$ cat src/rtl/rtc_pkg.sv
// Shared calendar types, field widths and Gregorian month-length helpers for the RTC core.
// Year is held 16 bits wide internally so one struct serves any YEAR_W up to 16.
package rtc_pkg;

  localparam int SEC_W   = 6;
  localparam int MIN_W   = 6;
  localparam int HOUR_W  = 5;
  localparam int DOW_W   = 3;
  localparam int DOM_W   = 5;
  localparam int MONTH_W = 4;
  localparam int YEAR_FW = 16;

  typedef struct packed {
    logic [YEAR_FW-1:0] year;
    logic [MONTH_W-1:0] month;
    logic [DOM_W-1:0]   dom;
    logic [DOW_W-1:0]   dow;
    logic [HOUR_W-1:0]  hour;
    logic [MIN_W-1:0]   min;
    logic [SEC_W-1:0]   sec;
  } rtc_time_t;

  function automatic logic is_leap(input logic [YEAR_FW-1:0] year);
    return ((year % 16'd4 == 16'd0) && (year % 16'd100 != 16'd0)) || (year % 16'd400 == 16'd0);
  endfunction

  function automatic logic [DOM_W-1:0] days_in_month(input logic [MONTH_W-1:0] month,
                                                     input logic [YEAR_FW-1:0] year);
    case (month)
      4'd2:                   return is_leap(year) ? 5'd29 : 5'd28;
      4'd4, 4'd6, 4'd9, 4'd11: return 5'd30;
      default:                return 5'd31;
    endcase
  endfunction

endpackage

$ cat src/rtl/rtc_prescaler.sv
// Divides the system clock down to a one-per-second tick; tick_o is combinational in the last count.
// Holds its count while run_i is low; clear_i forces the count back to zero and suppresses the tick.
module rtc_prescaler #(
  parameter int CLK_HZ = 32768
) (
  input  logic clk_i,
  input  logic rst_i,
  input  logic run_i,
  input  logic clear_i,
  output logic tick_o
);

  localparam int CW = (CLK_HZ > 2) ? $clog2(CLK_HZ) : 1;
  localparam logic [CW-1:0] CNT_MAX = CW'(CLK_HZ - 1);

  logic [CW-1:0] cnt_q, cnt_d;

  always_comb begin
    cnt_d = cnt_q;
    if (clear_i) begin
      cnt_d = '0;
    end else if (run_i) begin
      cnt_d = (cnt_q == CNT_MAX) ? '0 : cnt_q + 1'b1;
    end
  end

  assign tick_o = run_i && !clear_i && (cnt_q == CNT_MAX);

  always_ff @(posedge clk_i or posedge rst_i) begin
    if (rst_i) cnt_q <= '0;
    else       cnt_q <= cnt_d;
  end

endmodule

$ cat src/rtl/rtc_calendar_core.sv
// RTC/calendar: 1 Hz carry chain, validated preset load, HH:MM:SS alarm, 12/24 h presentation.
// State and pulses update one edge after the tick/load; a load always wins over a coincident tick.
module rtc_calendar_core
  import rtc_pkg::*;
#(
  parameter int CLK_HZ   = 32768,
  parameter int YEAR_W   = 12,
  parameter int YEAR_MIN = 2000,
  parameter int YEAR_MAX = 2099
) (
  input  logic              clk_i,
  input  logic              rst_i,
  input  logic              run_i,
  input  logic              mode12_i,
  input  logic              load_i,
  input  logic [5:0]        load_sec_i,
  input  logic [5:0]        load_min_i,
  input  logic [4:0]        load_hour_i,
  input  logic [2:0]        load_dow_i,
  input  logic [4:0]        load_dom_i,
  input  logic [3:0]        load_month_i,
  input  logic [YEAR_W-1:0] load_year_i,
  input  logic              alarm_en_i,
  input  logic [5:0]        alarm_sec_i,
  input  logic [5:0]        alarm_min_i,
  input  logic [4:0]        alarm_hour_i,
  input  logic              alarm_clr_i,
  output logic [5:0]        sec_o,
  output logic [5:0]        min_o,
  output logic [4:0]        hour_o,
  output logic              pm_o,
  output logic [2:0]        dow_o,
  output logic [4:0]        dom_o,
  output logic [3:0]        month_o,
  output logic [YEAR_W-1:0] year_o,
  output logic              sec_tick_o,
  output logic              load_ok_o,
  output logic              load_err_o,
  output logic              year_wrap_o,
  output logic              alarm_o,
  output logic              alarm_pend_o
);

  localparam logic [YEAR_FW-1:0] YMIN = YEAR_FW'(YEAR_MIN);
  localparam logic [YEAR_FW-1:0] YMAX = YEAR_FW'(YEAR_MAX);
  localparam rtc_time_t RESET_TIME = '{year: YMIN, month: 4'd1, dom: 5'd1, dow: 3'd1,
                                       hour: 5'd0, min: 6'd0, sec: 6'd0};

  rtc_time_t time_q, time_d, tick_time, ld_time;
  logic sec_tick_q, sec_tick_d;
  logic load_ok_q, load_ok_d;
  logic load_err_q, load_err_d;
  logic year_wrap_q, year_wrap_d;
  logic alarm_q, alarm_d;
  logic alarm_pend_q, alarm_pend_d;
  logic pre_tick, ld_valid, tick_wrap, alarm_hit;
  logic [HOUR_W-1:0] hour12;

  rtc_prescaler #(.CLK_HZ(CLK_HZ)) u_prescaler (
    .clk_i   (clk_i),
    .rst_i   (rst_i),
    .run_i   (run_i),
    .clear_i (load_i && ld_valid),
    .tick_o  (pre_tick)
  );

  // Candidate next time for a one-second advance, rippling through every carry.
  always_comb begin
    tick_time = time_q;
    tick_wrap = 1'b0;
    if (time_q.sec != 6'd59) begin
      tick_time.sec = time_q.sec + 6'd1;
    end else begin
      tick_time.sec = 6'd0;
      if (time_q.min != 6'd59) begin
        tick_time.min = time_q.min + 6'd1;
      end else begin
        tick_time.min = 6'd0;
        if (time_q.hour != 5'd23) begin
          tick_time.hour = time_q.hour + 5'd1;
        end else begin
          tick_time.hour = 5'd0;
          tick_time.dow  = (time_q.dow == 3'd7) ? 3'd1 : time_q.dow + 3'd1;
          if (time_q.dom < days_in_month(time_q.month, time_q.year)) begin
            tick_time.dom = time_q.dom + 5'd1;
          end else begin
            tick_time.dom = 5'd1;
            if (time_q.month != 4'd12) begin
              tick_time.month = time_q.month + 4'd1;
            end else begin
              tick_time.month = 4'd1;
              if (time_q.year >= YMAX) begin
                tick_time.year = YMIN;
                tick_wrap      = 1'b1;
              end else begin
                tick_time.year = time_q.year + 16'd1;
              end
            end
          end
        end
      end
    end
  end

  always_comb begin
    ld_time.sec   = load_sec_i;
    ld_time.min   = load_min_i;
    ld_time.hour  = load_hour_i;
    ld_time.dow   = load_dow_i;
    ld_time.dom   = load_dom_i;
    ld_time.month = load_month_i;
    ld_time.year  = YEAR_FW'(load_year_i);
    ld_valid = (ld_time.sec <= 6'd59) && (ld_time.min <= 6'd59) && (ld_time.hour <= 5'd23)
            && (ld_time.dow != 3'd0) && (ld_time.month != 4'd0) && (ld_time.month <= 4'd12)
            && (ld_time.year >= YMIN) && (ld_time.year <= YMAX) && (ld_time.dom != 5'd0)
            && (ld_time.dom <= days_in_month(ld_time.month, ld_time.year));
    alarm_hit = alarm_en_i && (tick_time.sec == alarm_sec_i) && (tick_time.min == alarm_min_i)
             && (tick_time.hour == alarm_hour_i);
  end

  always_comb begin
    time_d       = time_q;
    sec_tick_d   = 1'b0;
    load_ok_d    = 1'b0;
    load_err_d   = 1'b0;
    year_wrap_d  = 1'b0;
    alarm_d      = 1'b0;
    alarm_pend_d = alarm_pend_q && !alarm_clr_i;
    if (load_i) begin
      if (ld_valid) begin
        time_d    = ld_time;
        load_ok_d = 1'b1;
      end else begin
        load_err_d = 1'b1;
      end
    end else if (pre_tick) begin
      time_d      = tick_time;
      sec_tick_d  = 1'b1;
      year_wrap_d = tick_wrap;
      if (alarm_hit) begin
        alarm_d      = 1'b1;
        alarm_pend_d = 1'b1;
      end
    end
  end

  always_ff @(posedge clk_i or posedge rst_i) begin
    if (rst_i) begin
      time_q       <= RESET_TIME;
      sec_tick_q   <= 1'b0;
      load_ok_q    <= 1'b0;
      load_err_q   <= 1'b0;
      year_wrap_q  <= 1'b0;
      alarm_q      <= 1'b0;
      alarm_pend_q <= 1'b0;
    end else begin
      time_q       <= time_d;
      sec_tick_q   <= sec_tick_d;
      load_ok_q    <= load_ok_d;
      load_err_q   <= load_err_d;
      year_wrap_q  <= year_wrap_d;
      alarm_q      <= alarm_d;
      alarm_pend_q <= alarm_pend_d;
    end
  end

  // 12 h view is derived purely from the stored 24 h hour.
  always_comb begin
    hour12 = (time_q.hour >= 5'd12) ? time_q.hour - 5'd12 : time_q.hour;
    if (mode12_i) begin
      hour_o = (hour12 == 5'd0) ? 5'd12 : hour12;
      pm_o   = (time_q.hour >= 5'd12);
    end else begin
      hour_o = time_q.hour;
      pm_o   = 1'b0;
    end
  end

  assign sec_o        = time_q.sec;
  assign min_o        = time_q.min;
  assign dow_o        = time_q.dow;
  assign dom_o        = time_q.dom;
  assign month_o      = time_q.month;
  assign year_o       = YEAR_W'(time_q.year);
  assign sec_tick_o   = sec_tick_q;
  assign load_ok_o    = load_ok_q;
  assign load_err_o   = load_err_q;
  assign year_wrap_o  = year_wrap_q;
  assign alarm_o      = alarm_q;
  assign alarm_pend_o = alarm_pend_q;

endmodule

$ cat config.mk
export PLATFORM = sky130hd
export DESIGN_NAME = rtc_calendar_core
export DESIGN_NICKNAME = d
export VERILOG_FILES = /design/src/rtl/rtc_pkg.sv /design/src/rtl/rtc_prescaler.sv /design/src/rtl/rtc_calendar_core.sv
export SDC_FILE = /design/constraint.sdc
export NUM_CORES = 1
export LEC_CHECK = 0
export ABC_AREA = 1
export CORE_MARGIN = 2
export CORE_UTILIZATION = 40
export DETAILED_ROUTE_END_ITERATION = 10
export GPL_TIMING_DRIVEN = 0
export PLACE_DENSITY = 0.7
export SLEW_MARGIN = 25
export SYNTH_ARGS = -nofsm -noshare
export SYNTH_HDL_FRONTEND = slang
export SYNTH_SLANG_ARGS = --single-unit
$ cat constraint.sdc
create_clock -name clk_i -period 12.5 [get_ports clk_i]
set_clock_uncertainty 0.2 [all_clocks]
set_input_delay 3.125 -clock clk_i [delete_from_list [all_inputs] [get_ports clk_i]]
set_output_delay 3.125 -clock clk_i [all_outputs]
set_load 0.05 [all_outputs]
==> metrics.md, run 1 <==
| Metric | Value |
|---|---|
| Hold Path Cell Cnt | `2` |
| Setup Viol. Count Final | `0` |
| Worst reg2reg setup slack | `6.51 ns` |
| Max Slew Vio Count | `0` |
| Mapped Nets | `1155` |
| Sw frac | `roughly 48%` |
| Unrepaired setup endpoints after global routing | `no` |
| Critical R2R Launch | `year_o[11]` |
| Max Root-Sink Buffers | `2` |
| IO Pins | `113` |
| Part of the power in registers | `23.5%` |
| Clock share of power | `a little under a fifth` |
| DRT Wirelength | `about 19 mm` |
| Vias in the first global route | `6647` |
| Placed Area | `8338 um^2` |
| Ys Warns | `0` |
| Fin nets | `1278` |
| Gate power share | `58.0%` |
| Grt total ovfl | `0` |
| Max Cap Viol | `0` |
| DR vias/cell | `5.132` |
| Int Pwr | `713.1 uW` |
| CP Class | `in2reg` |
| Leakage | `between 0.004 and 0.005 uW` |
| Max-slew headroom | `48.50%` |
| Synthesized area | `6915 um^2` |
| Post-DRT Antenna Nets | `0` |
| Initial core utilization | `40.40%` |
| Crit path launch type | `primary input` |
| Hold_buf cts | `0` |
| Worst reg-to-reg path cell count | `51` |
| Drt pass-1 iters | `6` |
| CTS Buf Count | `9` |
| Depth of the CTS H-tree | `3` |
| Worst slew pin tran | `0.7665 ns` |
| Synth Register Bits | `66` |
| CTS clk-pin slew, worst paths | `0.05 ns` |
| Hold Path End | `month_o[0]` |
| Sw Pwr | `648.5 uW` |
| Setup_tns | `0 ns` |
| DRC Markers | `0` |
| Diode count | `0` |
| Area delta synth->final | `24.72%` |
| Outcome | `complete, no violations` |
| Final Cell Area | `8625 um^2` |
| Slowest-stage cell, CP | `nor2_1` |
| Die area | `18360 um^2` |
| Via count | `around 7300` |
| IO buf count | `111` |
| Fraction of registers with async set/reset | `between 90% and 100%` |
| Post-synth EDFFs | `0` |
| Gpl congestion | `between 0.8 and 0.9` |
| Initial antenna violation count | `0` |
| CTS tree | `yes` |
| Slowest stage delay, CP | `between 0.5 and 0.6 ns` |
| # clock sinks | `66` |
| Post-Synthesis Cells | `1071` |
| Fin crit period | `10.78 ns` |
| Chip width | `135.5 um` |
| Post-CTS sizing | `0` |
| Post-synthesis sequential area ratio | `24.05%` |
| Die Y | `135.5 um` |
| GRT Util Overall | `21.51%` |
| WL per Instance | `13.63 um` |
| Setup WS pre-CTS | `1.576 ns` |
| Mean Syn Cell Area | `between 6 and 7 um^2` |
| Crit Path Max Fanout | `10` |
| Clk_lat worst skew | `0.34 ns` |
| Most used cell along the critical path | `nor2_1` |
| Cell variety after synth | `54` |
| Worst EP required | `12.57 ns` |
| Hold Vio Cnt, Final | `0` |
| Final worst setup slack | `1.721 ns` |
| Layout cell share with drive strength beyond 1 | `12.94%` |
| Max frequency | `92.77 MHz` |
| HPWL Detailed | `15.26 mm` |
| First-pass GRT wire length | `~32 mm` |
| Largest net degree at the start of global routing | `45` |
| Pwr Density | `157.9 nW/um^2` |
| Crit Reg-Reg Endpoint | `year_o[0]` |
| Crit path capture type | `flip-flop` |
| Final cycle utilization of the critical path | `between 80% and 90%` |
| Worst Hold Class | `reg2reg` |
| Rows | `48` |
| Ys flop type | `dfrtp_1` |
| Core box area | `roughly 17000 um^2` |
| Setup Fix Bufs, Post-CTS | `0` |
| Crit path DAT | `10.85 ns` |
| Root buffer cell | `clkbuf_16` |
| Hold_sp | `month_o[0]` |
| Peak supply drop | `103.2 uV` |
| DR iter-0 viols | `442` |
## power by group through the flow
stage          Sequential [uW]  Clock [uW]  Combinational, uW
2_1_floorplan              304           0                602
6_report                   319         253                789
4_1_cts                    318         255                790
3_3_place_gp               320           0                772
3_5_place_dp               321           0                785
5_1_grt                    326         263                873
## worst max-delay path by stage
stage / start / end / slack, ns / cells after the start
global placement: load_year_i[8] / year_o[3] / 1.65 / 54
CTS: load_year_i[8] / year_o[11] / 1.86 / 54
detailed placement: load_year_i[8] / year_o[11] / 1.58 / 54
finish: load_year_i[8] / year_o[3] / 1.72 / 54
floorplan: load_year_i[8] / year_o[0] / 3.45 / 53
global route: load_year_i[8] / year_o[3] / 0.71 / 54
## worst max-delay path: cells and delay by family
kind / cells / cell delay (ns)
fa+ha+maj: 1 / 0.28
simple gates: 31 / 3.42
buf+inv: 10 / 1.58
compound gates: 9 / 1.44
xor+xnor: 3 / 0.94
## flip-flops by register name, summed over array words and instances (netlist names)
name               flops
year_wrap_o            1
sec_tick_o             1
year_o                12
u_prescaler.cnt_q     15
alarm_o                1
dow_o                  3
min_o                  6
dom_o                  5
alarm_pend_o           1
month_o                4
load_err_o             1
time_q                 9
sec_o                  6
load_ok_o              1
## metal layers
layer / share of wire (%) / wire length (um) / up-vias / global-route usage (%)
met3: 5.4 / 1040 / 24 / 2.806
met2: 46 / 8847 / 212 / 34.57
met5: 0 / 0 / - / 0
met4: 1.6 / 306 / 0 / 5.903
met1: 47 / 9207 / 3296 / 30.46
li1: - / - / 3771 / -
## area by class of cell
type                            instances  area, um^2
Buffer                                 57       369.1
Clock buffer                           12       246.5
Clock inverter                          3       40.04
Fill cell                            1724        8492
Inverter                              163       616.8
Multi-Input combinational cell        785        4269
Sequential cell                        66        1663
Tap cell                              225       281.5
Timing Repair Buffer                  112        1139
## layout by cell type, fill, tap and decap left out, types with 4 or more instances in the layout
cell / n
a22oi_1: 7
nor4_1: 5
o21ai_0: 68
inv_1: 141
nand4_1: 45
a21oi_1: 40
inv_2: 16
xor2_1: 21
clkinv_1: 4
a211oi_1: 4
nand2_1: 247
clkdlybuf4s50_1: 111
o21ai_1: 10
clkbuf_16: 9
nand3_2: 6
o211ai_1: 11
dfstp_2: 9
nand3_4: 5
xnor2_1: 8
nand2_2: 34
clkbuf_1: 17
nor2_1: 89
nor2_2: 4
a31oi_1: 9
nor3_1: 18
nand3_1: 71
o22ai_1: 17
ha_1: 19
nand2_4: 13
o32ai_1: 4
dfrtp_1: 57
buf_4: 39
## cell families after synthesis
| logic type | count (synthesis) | share of synthesized area, % |
|---|---|---|
| adder cells (fa/ha/maj) | 19 | 3.438 |
| buffers and inverters | 220 | 14.22 |
| XOR/XNOR | 29 | 3.673 |
| flip-flops | 66 | 24.05 |
| AND/OR/NAND/NOR | 553 | 39.06 |
| AO/OA/AOI/OAI | 184 | 15.56 |
## cells in the mapped netlist, types with 3 or more instances
master | count | area [um^2]
a211oi_1 | 4 | 30.03
a21oi_1 | 40 | 200.2
a22oi_1 | 7 | 52.55
a31oi_1 | 9 | 56.30
buf_4 | 39 | 292.8
clkbuf_1 | 15 | 56.30
clkinv_1 | 4 | 15.01
dfrtp_1 | 57 | 1426
dfstp_2 | 9 | 236.5
ha_1 | 19 | 237.7
inv_1 | 142 | 533.0
inv_2 | 16 | 60.06
nand2_1 | 247 | 927.1
nand2_2 | 34 | 212.7
nand2_4 | 13 | 146.4
nand3_1 | 71 | 355.3
nand3_2 | 6 | 60.06
nand3_4 | 5 | 87.58
nand3b_1 | 3 | 22.52
nand4_1 | 45 | 281.5
nor2_1 | 89 | 334.1
nor2_2 | 4 | 25.02
nor2_4 | 3 | 33.78
nor3_1 | 18 | 90.09
nor4_1 | 5 | 31.28
o211ai_1 | 11 | 82.58
o21ai_0 | 68 | 340.3
o21ai_1 | 10 | 50.05
o22ai_1 | 17 | 106.4
o32ai_1 | 4 | 35.03
or2_2 | 3 | 18.77
xnor2_1 | 8 | 70.07
xor2_1 | 21 | 183.9
## per-stage QoR
step	utilization, %	total power (uW)	cells	hold WS (ns)
final	50.39	1362	1423	0.3224
after global routing	50.39	1462	1423	0.3493
after CTS	50.39	1363	1423	0.3230
after detailed placement	48.71	1106	1408	0.3148
after global placement	48.54	1092	1407	0.3067
after floorplan	-	905.7	1071	0.2789
Power figures use the tool's default switching activity.
==> run 2, diff against run 1 <==
- ABC_AREA: 1 -> unset
- PLACE_DENSITY: 0.7 -> 0.69
- REMOVE_ABC_BUFFERS: unset -> 1
==> metrics.md, run 2 <==
| Metric | Value |
|---|---|
| Initial antenna violation count | `1 (was 0)` |
| Setup_tns | `0 ns (unchanged)` |
| Post-Synthesis Cells | `1002 (was 1071)` |
| Largest net degree at the start of global routing | `72 (was 45)` |
| DRC Markers | `0 (unchanged)` |
| Slowest-stage cell, CP | `clkdlybuf4s50_1 (was nor2_1)` |
| WL per Instance | `16.32 um (was 13.63 um)` |
| Max reg flops | `15 (unchanged)` |
| Ys flop type | `dfrtp_1 (unchanged)` |
| Met3 GRT Util | `2.598% (was 2.806%)` |
| IO Pins | `113 (unchanged)` |
| Fraction of registers with async set/reset | `100.0% (unchanged)` |
| Slowest stage delay, CP | `0.63 ns (was 0.51 ns)` |
| Post-synthesis sequential area ratio | `22.37% (was 24.05%)` |
| Top-count cell post-synth | `nor2_1 (was nand2_1)` |
| Sw Pwr | `1050 uW (was 648.5 uW)` |
| Max Root-Sink Buffers | `2 (unchanged)` |
| Via count | `7584 (was 7303)` |
| Worst EP required | `12.52 ns (was 12.57 ns)` |
| Grt total ovfl | `0 (unchanged)` |
| Root buffer cell | `clkbuf_16 (unchanged)` |
| Ys Warns | `0 (unchanged)` |
| CTS tree | `yes (unchanged)` |
| GRT Util Overall | `20.68% (was 21.51%)` |
| Synthesized area | `7432 um^2 (was 6915 um^2)` |
| First-pass GRT wire length | `34.24 mm (was 32.24 mm)` |
| Worst Hold Class | `reg2reg (unchanged)` |
| GR Layer Usage met1 | `28.86% (was 30.46%)` |
| DR vias/cell | `6.005 (was 5.132)` |
| Max Cap Viol | `0 (unchanged)` |
| Commonest non-fill, non-tap cell in the layout | `clkdlybuf4s50_1 (was nand2_1)` |
| Mean Syn Cell Area | `7.417 um^2 (was 6.457 um^2)` |
| Core box area | `18090 um^2 (was 17120 um^2)` |
| Clock share of power | `11.3% (was 18.6%)` |
| Reg with most FFs | `u_prescaler.cnt_q (unchanged)` |
| Peak supply drop | `137.9 uV (was 103.2 uV)` |
| Int Pwr | `988.0 uW (was 713.1 uW)` |
| Gpl congestion | `0.8902 (was 0.8589)` |
| Area delta synth->final | `16.03% (was 24.72%)` |
| Layout cell share with drive strength beyond 1 | `6.583% (was 12.94%)` |
| # clock sinks | `66 (unchanged)` |
| Synth cell count leaders | `nor2_1 (99), nand2_1 (86), o21ai_0 (77), a21oi_1 (67), dfrtp_1 (57) (was nand2_1 (247), inv_1 (142), nor2_1 (89), nand3_1 (71), o21ai_0 (68))` |
| Synth Register Bits | `66 (unchanged)` |
| Initial core utilization | `41.09% (was 40.40%)` |
| Max-slew headroom | `40.50% (was 48.50%)` |
| Gate power share | `74.0% (was 58.0%)` |
| Crit path launch type | `primary input (unchanged)` |
| Hold Vio Cnt, Final | `0 (unchanged)` |
| CTS Buf Count | `9 (unchanged)` |
| Clk_lat worst skew | `0.33 ns (was 0.34 ns)` |
| Chip width | `140.3 um (was 135.5 um)` |
| Most used cell along the critical path | `xnor2_1 (was nor2_1)` |
| Outcome | `complete, no violations (unchanged)` |
| Worst reg2reg setup slack | `4.27 ns (was 6.51 ns)` |
| Die area | `19690 um^2 (was 18360 um^2)` |
| Yosys top cell area share | `19.19% (was 20.63%)` |
| Part of the power in registers | `14.7% (was 23.5%)` |
| Rows | `49 (was 48)` |
| Busiest layer in global routing | `met2 (unchanged)` |
| Cell variety after synth | `92 (was 54)` |
| Fin crit period | `11.66 ns (was 10.78 ns)` |
| CP Class | `in2reg (unchanged)` |
| Most frequent cells in the layout | `clkdlybuf4s50_1 (111), nor2_1 (97), nand2_1 (86), o21ai_0 (76), a21oi_1 (67) (was nand2_1 (247), inv_1 (141), clkdlybuf4s50_1 (111), nor2_1 (89), nand3_1 (71))` |
| Crit path capture type | `flip-flop (unchanged)` |
| DR iter-0 viols | `504 (was 442)` |
| Top Family by Delay on Critical Path | `compound AO/OA/AOI/OAI gates (was simple AND/OR/NAND/NOR gates)` |
| Depth of the CTS H-tree | `3 (unchanged)` |
| Drt pass-1 iters | `5 (was 6)` |
| CTS clk-pin slew, worst paths | `0.06 ns (was 0.05 ns)` |
| Setup Viol. Count Final | `0 (unchanged)` |
| Total chip power | `2038 uW (was 1362 uW)` |
| Max Slew Vio Count | `0 (unchanged)` |
| HPWL Detailed | `15.22 mm (was 15.26 mm)` |
| Hold_buf cts | `0 (unchanged)` |
| Met2 track demand over resource | `33.77% (was 34.57%)` |
| Max frequency | `85.77 MHz (was 92.77 MHz)` |
| Top cells by area, synth | `dfrtp_1 (19%), o21ai_0 (5.2%), nor2_1 (5.0%), a21oi_1 (4.5%), nand2_1 (4.3%) (was dfrtp_1 (21%), nand2_1 (13%), inv_1 (7.7%), nand3_1 (5.1%), o21ai_0 (4.9%))` |
| Vias in the first global route | `6939 (was 6647)` |
| Worst slew pin tran | `0.8865 ns (was 0.7665 ns)` |
| Largest area contributor in the netlist | `dfrtp_1 (unchanged)` |
| Die Y | `140.3 um (was 135.5 um)` |
| Unrepaired setup endpoints after global routing | `no (unchanged)` |
| Post-synth EDFFs | `0 (unchanged)` |
| IO buf count | `112 (was 111)` |
| Fin nets | `1112 (was 1278)` |
| Final cycle utilization of the critical path | `93.28% (was 86.23%)` |
| Crit path DAT | `11.68 ns (was 10.85 ns)` |
| DRT Wirelength | `20.61 mm (was 19.40 mm)` |
| Post-DRT Antenna Nets | `0 (unchanged)` |
| Pwr Density | `236.4 nW/um^2 (was 157.9 nW/um^2)` |
| Crit path buf inv count | `2 (was 10)` |
| Sw frac | `51.53% (was 47.63%)` |
| Crit Path Max Fanout | `28 (was 10)` |
| Leakage | `0.003314 uW (was 0.004193 uW)` |
run 2: layout make-up:
| type | count | area, um^2 |
|---|---|---|
| inverters | 30 | 115.1 |
| multi-input cells | 806 | 5134 |
| repair buffers | 115 | 1157 |
| fillers | 1736 | 9463 |
| clock inverters | 3 | 15.01 |
| diodes | 1 | 2.502 |
| flip-flops and latches | 66 | 1663 |
| well taps | 229 | 286.5 |
| clock buffers | 13 | 250.2 |
run 2: worst paths after layout:
path / start / to / cells past startpoint
worst max-delay path: load_year_i[7] / year_o[5] / 32
worst min-delay path: alarm_pend_o / alarm_pend_o / 1
worst max register to register: time_q[43] / dom_o[1] / 22
worst min register to register: alarm_pend_o / alarm_pend_o / 1
max in group asynchronous: rst_i / dom_o[0] / 3
min in group asynchronous: rst_i / time_q[41] / 2
run 2: routing by layer:
metal | vias to the layer above | share of wire, % | wire [um]
met5 | - | 0 | 0
met4 | 0 | 1.7 | 349
met3 | 29 | 5.3 | 1089
met2 | 194 | 48 | 9791
met1 | 3608 | 46 | 9378
li1 | 3753 | - | -
run 2: logic make-up after synthesis:
kind of cell,count (synthesis),share of synthesized area (%)
and+or+nand+nor,394,26.87
DFF,66,22.37
xor gates and xnor gates,42,4.950
adders and majority gates,22,3.603
muxes,24,3.350
AOI/OAI and AO/OA,324,30.08
buffers and inverters,130,8.771
run 2: through the flow:
step	util, %	cells	cell area [um^2]	setup WS [ns]	hold WS, ns
finish	47.68	1263	8623	0.8403	0.2831
detailed placement	46.16	1246	8349	0.1196	0.2730
global placement	45.89	1243	8300	0.3108	0.2638
floorplan	-	902	6893	2.385	0.2597
CTS	47.63	1262	8615	0.4646	0.2857
global route	47.68	1263	8623	0.08585	0.3171
run 2: what timing repair did:
item                                    in CTS  in global routing
resized for setup                            0                  2
buffers inserted                             0                  0
endpoints found under the setup margin       0                 19
run 2: power groups by stage:
stage | Sequential [uW] | Combinational [uW] | Clock (uW)
CTS | 299 | 1490 | 235
floorplan | 340 | 1130 | 0
detailed placement | 302 | 1480 | 0
finish | 300 | 1510 | 231
global placement | 302 | 1470 | 0
global route | 306 | 1680 | 243
==> run 3, diff against run 2 <==
- CORE_UTILIZATION: 40 -> 30
- PLACE_DENSITY: 0.69 -> 0.56
- clock period: 12.5 -> 10.8 ns (I/O delays scaled with it)
==> metrics.md, run 3 (synthesized netlist as in run 2, its figures left out) <==
| Metric | Value |
|---|---|
| Clock share of power | `13.0% (was 11.3%)` |
| Part of the power in registers | `14.3% (was 14.7%)` |
| Max Root-Sink Buffers | `2 (unchanged)` |
| Final Cell Area | `8867 um^2 (was 8623 um^2)` |
| First-pass GRT wire length | `36.31 mm (was 34.24 mm)` |
| Post-DRT Antenna Nets | `0 (unchanged)` |
| Most used cell along the critical path | `nor2_1 (was xnor2_1)` |
| Root buffer cell | `clkbuf_16 (unchanged)` |
| Drt pass-1 iters | `6 (was 5)` |
| Area delta synth->final | `19.31% (was 16.03%)` |
| Outcome | `complete, no violations (unchanged)` |
| WL per Instance | `16.35 um (was 16.32 um)` |
| Leakage | `0.003367 uW (was 0.003314 uW)` |
| DRT Wirelength | `22.20 mm (was 20.61 mm)` |
| Max-slew headroom | `38.07% (was 40.50%)` |
| Layout cell share with drive strength beyond 1 | `7.447% (was 6.583%)` |
| CTS tree | `yes (unchanged)` |
| Diode count | `0 (was 1)` |
| Worst reg2reg setup slack | `2.38 ns (was 4.27 ns)` |
| Fin nets | `1113 (was 1112)` |
| Initial core utilization | `30.56% (was 41.09%)` |
| Worst Hold Class | `reg2reg (unchanged)` |
| Setup_tns | `0 ns (unchanged)` |
| Initial antenna violation count | `0 (was 1)` |
| Slowest stage delay, CP | `0.61 ns (was 0.63 ns)` |
| Placed Area | `8476 um^2 (was 8349 um^2)` |
| Most frequent cells in the layout | `clkdlybuf4s50_1 (110), nor2_1 (97), nand2_1 (86), o21ai_0 (76), a21oi_1 (67) (was clkdlybuf4s50_1 (111), nor2_1 (97), nand2_1 (86), o21ai_0 (76), a21oi_1 (67))` |
| Core box area | `24320 um^2 (was 18090 um^2)` |
| Sw frac | `51.22% (was 51.53%)` |
| Crit path launch type | `primary input (unchanged)` |
| CTS clk-pin slew, worst paths | `0.05 ns (was 0.06 ns)` |
| Final cycle utilization of the critical path | `92.96%` |
| Fin Hold WS | `0.2892 ns (was 0.2831 ns)` |
| Slowest-stage cell, CP | `clkdlybuf4s50_1 (unchanged)` |
| # clock sinks | `66 (unchanged)` |
| Max frequency | `99.60 MHz` |
| Sw Pwr | `1249 uW (was 1050 uW)` |
| DR iter-0 viols | `627 (was 504)` |
| Crit Path Max Fanout | `16 (was 28)` |
| Crit path capture type | `flip-flop (unchanged)` |
| Largest net degree at the start of global routing | `72 (unchanged)` |
| Unrepaired setup endpoints after global routing | `no (unchanged)` |
| GRT Util Overall | `16.74% (was 20.68%)` |
| Clk_lat worst skew | `0.33 ns (about the same)` |
| FF+latch area | `1663 um^2 (unchanged)` |
| Worst slew pin tran | `0.9270 ns (was 0.8865 ns)` |
| Setup Fix Bufs, Post-CTS | `0 (unchanged)` |
| Gate power share | `72.7% (was 74.0%)` |
| Reg with most FFs | `u_prescaler.cnt_q (unchanged)` |
| Commonest non-fill, non-tap cell in the layout | `clkdlybuf4s50_1 (unchanged)` |
| Chip width | `161.4 um (was 140.3 um)` |
| CP Class | `in2reg (unchanged)` |
| Crit path buf inv count | `2 (unchanged)` |
| Peak supply drop | `174.6 uV (was 137.9 uV)` |
| Crit path DAT | `10.11 ns (was 11.68 ns)` |
| Area of the multi-input gates | `5199 um^2 (was 5134 um^2)` |
| Depth of the CTS H-tree | `3 (unchanged)` |
| Setup Viol. Count Final | `0 (unchanged)` |
| Max Slew Vio Count | `0 (unchanged)` |
| Grt total ovfl | `0 (unchanged)` |
| Top Family by Delay on Critical Path | `compound AO/OA/AOI/OAI gates (unchanged)` |
| Worst EP required | `10.87 ns (was 12.52 ns)` |
| DRC Markers | `0 (unchanged)` |
| Die area | `26050 um^2 (was 19690 um^2)` |
| Hold_buf cts | `0 (unchanged)` |
| Max reg flops | `15 (unchanged)` |
| Die Y | `161.4 um (was 140.3 um)` |
| Vias in the first global route | `6966 (was 6939)` |
| Max Cap Viol | `0 (unchanged)` |
| Int Pwr | `1190 uW (was 988.0 uW)` |
| IO buf count | `112 (unchanged)` |
| HPWL Detailed | `16.06 mm (was 15.22 mm)` |
| Pwr Density | `275.1 nW/um^2 (was 236.4 nW/um^2)` |
| Gpl congestion | `0.8574 (was 0.8902)` |
| Filler cells | `2504 (was 1736)` |
| CTS Buf Count | `9 (unchanged)` |
| DR vias/cell | `5.582 (was 6.005)` |
| Fin crit period | `10.04 ns` |
| Via count | `7580 (was 7584)` |
| IO Pins | `113 (unchanged)` |
| Hold Vio Cnt, Final | `0 (unchanged)` |
| Rows | `57 (was 49)` |
==> run 3: stage by stage <==
step	total power (uW)	worst slack, ns	util (%)	instances
after floorplan	1707	1.110	-	902
after detailed placement	2084	-1.219	34.85	1341
after global routing	2653	0.03296	36.46	1358
after global placement	2077	-1.153	34.62	1338
after CTS	2411	0.09387	36.23	1357
final	2439	0.7601	36.46	1358
==> run 3: final cells by class <==
cell class / instances / share of cell area (%)
flip-flops and latches: 66 / 18.75
repair buffers: 115 / 13.16
multi-input cells: 807 / 58.63
clock buffers: 15 / 3.245
inverters: 30 / 1.298
clock inverters: 1 / 0.3386
well taps: 324 / 4.572
==> run 3: worst reg2reg max path: stages (launching register included) <==
cell and delay [ns]:
dfrtp_1 0.77, a21oi_1 0.21, a2bb2oi_1 0.20, o21ai_0 0.57
a21oi_1 0.15, o311ai_4 0.51, mux2i_1 0.29, or3_1 0.45
o31ai_2 0.35, nand4_4 0.19, o221a_1 0.32, or3_1 0.40
o211ai_1 0.21, mux2i_1 0.73, o22ai_1 0.24, or4b_4 0.59
a311o_1 0.38, a2111oi_2 0.37, a31oi_1 0.11, o311ai_2 0.39
a31oi_1 0.23, a311oi_1 0.33, o2bb2ai_1 0.11
==> run 3: what timing repair did <==
| item | CTS | global route |
|---|---|---|
| cloned | 0 | 1 |
| pin swaps | 0 | 0 |
| gates resized for setup | 6 | 9 |
| endpoints found under the setup margin | 35 | 53 |
| endpoints found under the hold margin | 0 | 0 |
==> run 3: path summary, 6_finish.rpt <==
| kind | end | from | cells past startpoint |
|---|---|---|---|
| hold reg to reg | alarm_pend_o | alarm_pend_o | 1 |
| max in group asynchronous | month_o[0] | rst_i | 3 |
| hold / removal | alarm_pend_o | alarm_pend_o | 1 |
| setup reg to reg | month_o[3] | time_q[43] | 22 |
| setup / recovery | dom_o[2] | load_year_i[7] | 33 |
| min in group asynchronous | time_q[42] | rst_i | 2 |
==> run 3: power groups by stage <==
| stage | combinational [uW] | clock [uW] | sequential (uW) |
|---|---|---|---|
| after global placement | 1730 | 0 | 351 |
| after detailed placement | 1730 | 0 | 351 |
| after global routing | 1960 | 333 | 357 |
| after floorplan | 1310 | 0 | 394 |
| final | 1770 | 317 | 349 |
| after CTS | 1740 | 320 | 347 |
==> run 3: routing by layer <==
metal / part of all wire (%) / vias to the layer above / global-route usage, %
li1: - / 3755 / -
met1: 48 / 3605 / 24.01
met2: 46 / 201 / 26.36
met3: 5.1 / 19 / 2.491
met4: 1.4 / 0 / 4.099
met5: 0 / - / 0
